--- config.mk ---
export PLATFORM = sky130hd
export DESIGN_NAME = barrel_rotator_left_pipe_flat
export DESIGN_NICKNAME = d
export VERILOG_FILES = /design/src/rtl/barrel_rotator_left_pipe_if.sv /design/src/rtl/barrel_rotator_left_pipe.sv /design/src/flat_wrapper.sv
export SDC_FILE = /design/constraint.sdc
export NUM_CORES = 1
export LEC_CHECK = 0
export CAP_MARGIN = 20
export CORE_MARGIN = 2
export CORE_UTILIZATION = 23
export CTS_BUF_LIST = sky130_fd_sc_hd__clkbuf_8
export DETAILED_ROUTE_END_ITERATION = 6
export HOLD_SLACK_MARGIN = 0.03
export MAX_ROUTING_LAYER = met4
export PLACE_DENSITY = 0.39
export SLEW_MARGIN = 30
export SYNTH_ARGS = -nofsm -noshare
export SYNTH_HDL_FRONTEND = slang
export SYNTH_SLANG_ARGS = --single-unit
--- constraint.sdc ---
create_clock -name clk -period 1.5 [get_ports clk]
set_input_delay 0.225 -clock clk [delete_from_list [all_inputs] [get_ports clk]]
set_output_delay 0.225 -clock clk [all_outputs]
set_load 0.05 [all_outputs]
--- src/rtl/barrel_rotator_left_pipe_if.sv ---
// Streaming handshake bundle for the pipelined rotate-left shifter.
interface barrel_rotator_left_pipe_if #(
  parameter int unsigned WIDTH = 32,
  parameter int unsigned AMT_W = $clog2(WIDTH)
);
  logic             in_valid;
  logic             in_ready;
  logic [WIDTH-1:0] data;
  logic [AMT_W-1:0] amt;
  logic             out_valid;
  logic             out_ready;
  logic [WIDTH-1:0] out;
  logic [AMT_W-1:0] out_amt;

  // Rotator side: consumes the input stream, produces the output stream
  modport slave (
    input  in_valid, data, amt, out_ready,
    output in_ready, out_valid, out, out_amt
  );

  // Environment side: produces the input stream, consumes the output stream
  modport master (
    output in_valid, data, amt, out_ready,
    input  in_ready, out_valid, out, out_amt
  );
endinterface

--- src/rtl/barrel_rotator_left_pipe.sv ---
// Pipelined rotate-left barrel shifter, one register stage per amount bit.
// Stage s (0-based) rotates by WIDTH>>(s+1) when amt bit AMT_W-1-s is set.
// The whole pipe advances together whenever the output slot is free or drained.
module barrel_rotator_left_pipe #(
  parameter int unsigned WIDTH = 32,
  parameter int unsigned AMT_W = $clog2(WIDTH)
) (
  input  logic                        clk,
  input  logic                        rst_n,
  barrel_rotator_left_pipe_if.slave   bus
);

  // Fixed-distance rotate left; sh is always in 1..WIDTH/2 here
  function automatic logic [WIDTH-1:0] rotl_by(input logic [WIDTH-1:0] x,
                                               input int unsigned      sh);
    return (x << sh) | (x >> (WIDTH - sh));
  endfunction

  logic w_adv;

  // Global advance: last stage empty or being drained this cycle
  assign w_adv       = ~g_stage[AMT_W-1].r_valid | bus.out_ready;
  assign bus.in_ready = w_adv;

  for (genvar s = 0; s < AMT_W; s++) begin : g_stage
    logic             w_src_valid;
    logic [WIDTH-1:0] w_src_word;
    logic [AMT_W-1:0] w_src_amt;
    logic [WIDTH-1:0] w_rot;
    logic             r_valid;
    logic [WIDTH-1:0] r_word;
    logic [AMT_W-1:0] r_amt;

    if (s == 0) begin : g_first
      assign w_src_valid = bus.in_valid;
      assign w_src_word  = bus.data;
      assign w_src_amt   = bus.amt;
    end else begin : g_next
      assign w_src_valid = g_stage[s-1].r_valid;
      assign w_src_word  = g_stage[s-1].r_word;
      assign w_src_amt   = g_stage[s-1].r_amt;
    end

    // Conditional rotate by this stage's power-of-two distance
    always_comb begin
      w_rot = w_src_word;
      if (w_src_amt[AMT_W-1-s]) begin
        w_rot = rotl_by(w_src_word, WIDTH >> (s + 1));
      end
    end

    // Stage register; holds everything while the pipe is stalled
    always_ff @(posedge clk or negedge rst_n) begin
      if (!rst_n) begin
        r_valid <= 1'b0;
        r_word  <= '0;
        r_amt   <= '0;
      end else if (w_adv) begin
        r_valid <= w_src_valid;
        r_word  <= w_rot;
        r_amt   <= w_src_amt;
      end
    end
  end

  assign bus.out_valid = g_stage[AMT_W-1].r_valid;
  assign bus.out       = g_stage[AMT_W-1].r_word;
  assign bus.out_amt   = g_stage[AMT_W-1].r_amt;

endmodule

--- src/flat_wrapper.sv ---
// flat-port wrapper written by rule: the top's interface ports become plain ports
module barrel_rotator_left_pipe_flat 
#(
  parameter int unsigned WIDTH = 32,
  parameter int unsigned AMT_W = $clog2(WIDTH)
)
  (clk, rst_n, bus_in_valid, bus_data, bus_amt, bus_out_ready, bus_in_ready, bus_out_valid, bus_out, bus_out_amt);
  barrel_rotator_left_pipe_if #(.WIDTH(WIDTH), .AMT_W(AMT_W)) bus_i ();
  input  logic clk;
  input  logic rst_n;
  input wire logic [$bits(bus_i.in_valid)-1:0] bus_in_valid;
  input wire logic [$bits(bus_i.data)-1:0] bus_data;
  input wire logic [$bits(bus_i.amt)-1:0] bus_amt;
  input wire logic [$bits(bus_i.out_ready)-1:0] bus_out_ready;
  output wire logic [$bits(bus_i.in_ready)-1:0] bus_in_ready;
  output wire logic [$bits(bus_i.out_valid)-1:0] bus_out_valid;
  output wire logic [$bits(bus_i.out)-1:0] bus_out;
  output wire logic [$bits(bus_i.out_amt)-1:0] bus_out_amt;
  assign bus_i.in_valid = bus_in_valid;
  assign bus_i.data = bus_data;
  assign bus_i.amt = bus_amt;
  assign bus_i.out_ready = bus_out_ready;
  assign bus_in_ready = bus_i.in_ready;
  assign bus_out_valid = bus_i.out_valid;
  assign bus_out = bus_i.out;
  assign bus_out_amt = bus_i.out_amt;
  barrel_rotator_left_pipe #(.WIDTH(WIDTH), .AMT_W(AMT_W)) u_core (.clk(clk), .rst_n(rst_n), .bus(bus_i));
endmodule
Word level (Yosys, flattened, before mapping)
Cells that the tools add are included.
W data, S select, Z words.

operators by class
  muxes and demuxes = 5
  bitwise logic cells = 7

operators by type and width
  cell             count
  $mux W32         5
  $or A32 B1 Y32   1
  $or A32 B16 Y32  1
  $or A32 B2 Y32   1
  $or A32 B4 Y32   1
  $or A32 B8 Y32   1
  $not A1 Y1       1
  $or A1 B1 Y1     1

storage, ports and cells
  flip-flop bits (word level) = 190
  output and inout port bits = 39

Depth between registers and ports, before layout
  word-level depth = 2
  gate-level depth with buffers = 4
  depth with buffers taken out = 2

Least setup slack after synthesis
No wires, ideal clock.

  path kind = reg-to-reg
  from = reg u_core.g_stage[4].r_valid (netlist: u_core.bus.out_valid)
  to = reg u_core.g_stage[4].r_word[15] (netlist: u_core.bus.out[15])
  path slack = -0.113 ns
  arrival = 1.488 ns
  path buffers = 2
  stages on the path, launching flop included = 5
  library setup time = 0.125 ns
  path through = dfrtp_1 -> nand2b_1 -> buf_4 -> buf_4 -> mux2_4

on the way
  longest elaborated chain between the ends = 2

RTL lines
  element                   RTL line                        RTL
  start: declaration        barrel_rotator_left_pipe.sv:30  logic r_valid;
  start signal: assignment  barrel_rotator_left_pipe.sv:59  r_valid <= w_src_valid;
  $not A1 Y1                barrel_rotator_left_pipe.sv:22  assign w_adv = ~g_stage[AMT_W-1].r_valid | bus.out_ready;
  $or A1 B1 Y1              barrel_rotator_left_pipe.sv:22
  net bus_in_ready          flat_wrapper.sv:15              output wire logic [$bits(bus_i.in_ready)-1:0] bus_in_ready;
  end signal: assignment    barrel_rotator_left_pipe.sv:60  r_word <= w_rot;
  end: declaration          barrel_rotator_left_pipe.sv:31  logic [WIDTH-1:0] r_word;

The timed path passes the listed nets, and every way through them passes these cells.
A chain may end at the register's enable or synchronous reset.

Worst setup path in the final report
  from = reg u_core.g_stage[4].r_valid (netlist: u_core.bus.out_valid)
  to = reg u_core.g_stage[3].r_word[1]

on the way
  longest elaborated chain between the ends = 2

RTL lines
  element                 RTL line
  $not A1 Y1              barrel_rotator_left_pipe.sv:22
  $or A1 B1 Y1            barrel_rotator_left_pipe.sv:22
  end signal: assignment  barrel_rotator_left_pipe.sv:60
  end: declaration        barrel_rotator_left_pipe.sv:31

No other way between the ends.

==> impl_metrics.json <==
{
  "p_int_mw": 19.6,
  "area_delta_synth_final_pct": 24.8,
  "slew_violations": 0,
  "drc": 0,
  "fin_util_pct": 29.2,
  "grt_overflow_total": 0,
  "rsz0062_at_grt": "true",
  "seq_area_um2": 4760,
  "yosysWarnings": 0,
  "r2r.worst_path.cells": 5,
  "groute.usage.overall_pct": 9.20,
  "drtPass1Iterations": 4,
  "drt_iter0_drc": 190,
  "grt_pass1_vias": 5427,
  "tightest_slew_ns": 0.367,
  "routabilityCongestion": 0.698,
  "synth_nets": 623,
  "outcome": "finished, violations left",
  "violations": "setup timing",
  "die_y_um": 214,
  "synth_area_per_cell_um2": 17.4,
  "hold_class": "in2async",
  "slowest_stage": "dfrtp_2",
  "synth.top_cell.area_share_pct": 46.8,
  "leakagePower_nw": 5.91,
  "worstPathRequired_ns": 1.84,
  "place_area_um2": 12100,
  "fmax_mhz": 630,
  "cts_tree": "done",
  "pwr-share-seq_pct": 34.2,
  "vias_per_cell": 3.77,
  "skew_ns": 0.0157,
  "cts_root_buf": "clkbuf_8",
  "die_area_um2": 45800,
  "critPathArrivalTime_ns": 1.93,
  "reg2reg_from": "u_core.bus.out_valid",
  "synth.distinct_cells": 8,
  "clock_path_buffers": 2,
  "final_cell_area_um2": 12700,
  "cts_made_buffers": 17,
  "setup_viol": 63,
  "netlist_top_cells_area": "dfrtp_1, mux2_4, mux2_2",
  "hold_viol": 0,
  "seq_area_frac_synth_pct": 46.8,
  "num_antenna_cells": 0,
  "power_density_nw_per_um2": 2310,
  "grt_antenna_before_repair": 0,
  "period_share_pct": 106,
  "wl_mm": 20.3,
  "grt_max_degree": 53,
  "cp_cell_sequence": "nand2b_4 -> buf_4 -> buf_12 -> buf_12 -> mux2_2",
  "fin_crit_ns": 1.59,
  "io-pin-count": 80,
  "worstSetupPathType": "reg2reg",
  "fillCellCount": 4372,
  "ir_drop_uv": 637,
  "clock_latency_ns": 0.47,
  "combinationalPowerShare_pct": 53.5,
  "relSlewSlack_pct": 75.5,
  "via_count": 4831,
  "num_rows": 76,
  "cp-start-kind": "flip-flop",
  "place_hpwl_mm": 15.5,
  "drt-wirelength-per-cell_um": 15.8,
  "fin_nets": 726,
  "max_stage_delay_ns": 0.43,
  "drive_gt1_share_pct": 66.1,
  "grt_first_pass_wirelength_mm": 32.3,
  "synth_top_cell_by_area": "dfrtp_1",
  "core_um2": 43400,
  "syn_area_um2": 10200,
  "portBuffers": 79,
  "p_switching_mw": 9.66,
  "htree_levels": 4,
  "startpoint": "u_core.bus.out_valid",
  "initial_core_util_pct": 23.4,
  "postRouteAntennaNets": 0,
  "cts.clk_slew.worst_paths_ns": 0.09,
  "worst_slack_ns": -0.0875,
  "ys_ff_latch": 190,
  "crit_path_frequent_cell": "buf_12",
  "cts_sinks": 190,
  "multiInputGateArea_um2": 4980,
  "syn_inst": 582,
  "clkPwrFrac_pct": 12.3,
  "die_x_um": 214,
  "end_kind": "flip-flop",
  "drv_cap": 0,
  "cp_max_fo": 12,
  "switching_share_pct": 33.0,
  "total_power_mw": 29.3
}
## synthesized netlist by cell type (all sizes together)
cell      n
mux2    349
dfrtp   190
buf      41
nand2b    2
## critical path, delay by kind of cell, from the launching register on
kind	cells	cell delay, ns
buffers and inverters	3	0.60
DFF	1	0.43
muxes	1	0.34
and+or+nand+nor	1	0.09
## cells in the final DEF, fill, tap and decap left out, types with 3 or more instances in the layout
cell type          n
buf_12            50
buf_4             27
bufinv_16          4
clkbuf_16          3
clkbuf_8          19
clkdlybuf4s50_1   38
dfrtp_1          186
dfrtp_2            4
mux2_1             8
mux2_2            67
mux2_4           274
## cell families (layout without fill, tap and decap cells)
group | after synthesis | in the layout | synth area share, %
buffers and inverters | 41 | 155 | 4.21
muxes | 349 | 349 | 48.8
and+or+nand+nor | 2 | 2 | 0.123
DFF | 190 | 190 | 46.8
## through the flow
step / hold WS, ns / setup slack [ns] / setup TNS [ns] / instances
floorplan: -0.0706 / 0.0483 / 0 / 582
global placement: 0.179 / -0.234 / -33.75 / 1241
detailed placement: 0.183 / -0.256 / -35.66 / 1241
CTS: 0.192 / -0.127 / -1.27 / 1277
global route: 0.201 / -0.152 / -8.47 / 1281
finish: 0.225 / -0.0875 / -2.31 / 1281
## path summary, 6_finish.rpt
| check | slack [ns] | endpoint |
|---|---|---|
| setup / recovery | -0.09 | u_core.g_stage[3].r_word[1] |
| hold / removal | 0.22 | u_core.bus.out_amt[4] |
| setup reg to reg | -0.09 | u_core.g_stage[3].r_word[1] |
| hold reg to reg | 0.50 | u_core.bus.out_valid |
| max in group asynchronous | 0.62 | u_core.g_stage[0].r_word[14] |
| min in group clk | 0.23 | u_core.g_stage[0].r_amt[4] |
## final cells by class
type / count / area share (%)
clock buffer: 18 / 1.95
sequential: 190 / 37.5
tap: 585 / 5.77
clock inverter: 12 / 1.35
timing repair buffer: 125 / 14.1
multi-input combinational: 351 / 39.3
## layer usage
metal | wire length (um) | up-vias | global-route usage, %
met3 | 551 | 11 | 2.23
li1 | - | 2332 | -
met2 | 9540 | 69 | 14.3
met1 | 9940 | 2419 | 11.9
met4 | 258 | 0 | 2.64
met5 | 0 | - | -
## sequential cells by signal (all words and copies together), names as in the netlist
name,cells
u_core.g_stage.r_amt,20
u_core.bus.out_valid,1
u_core.bus.out,32
u_core.g_stage.r_valid,4
u_core.bus.out_amt,5
u_core.g_stage.r_word,128
## power groups by stage
stage | Sequential, mW | Combinational, mW | Clock [mW]
final | 10.0 | 15.7 | 3.60
after global routing | 10.5 | 16.6 | 3.98
after CTS | 10.1 | 15.8 | 3.76
after detailed placement | 10.3 | 15.6 | 0
after global placement | 10.2 | 15.4 | 0
after floorplan | 10.8 | 10.2 | 0
## repair_timing
action / in CTS / in global routing
setup buffers: 4 / 0
cloned: 1 / 4
endpoints found under the setup margin: 1 / 150
endpoints found under the hold margin: 115 / 0
resized for setup: 1 / 1
hold buffers: 1 / 0
No activity file was read; power rests on OpenSTA's default activity.
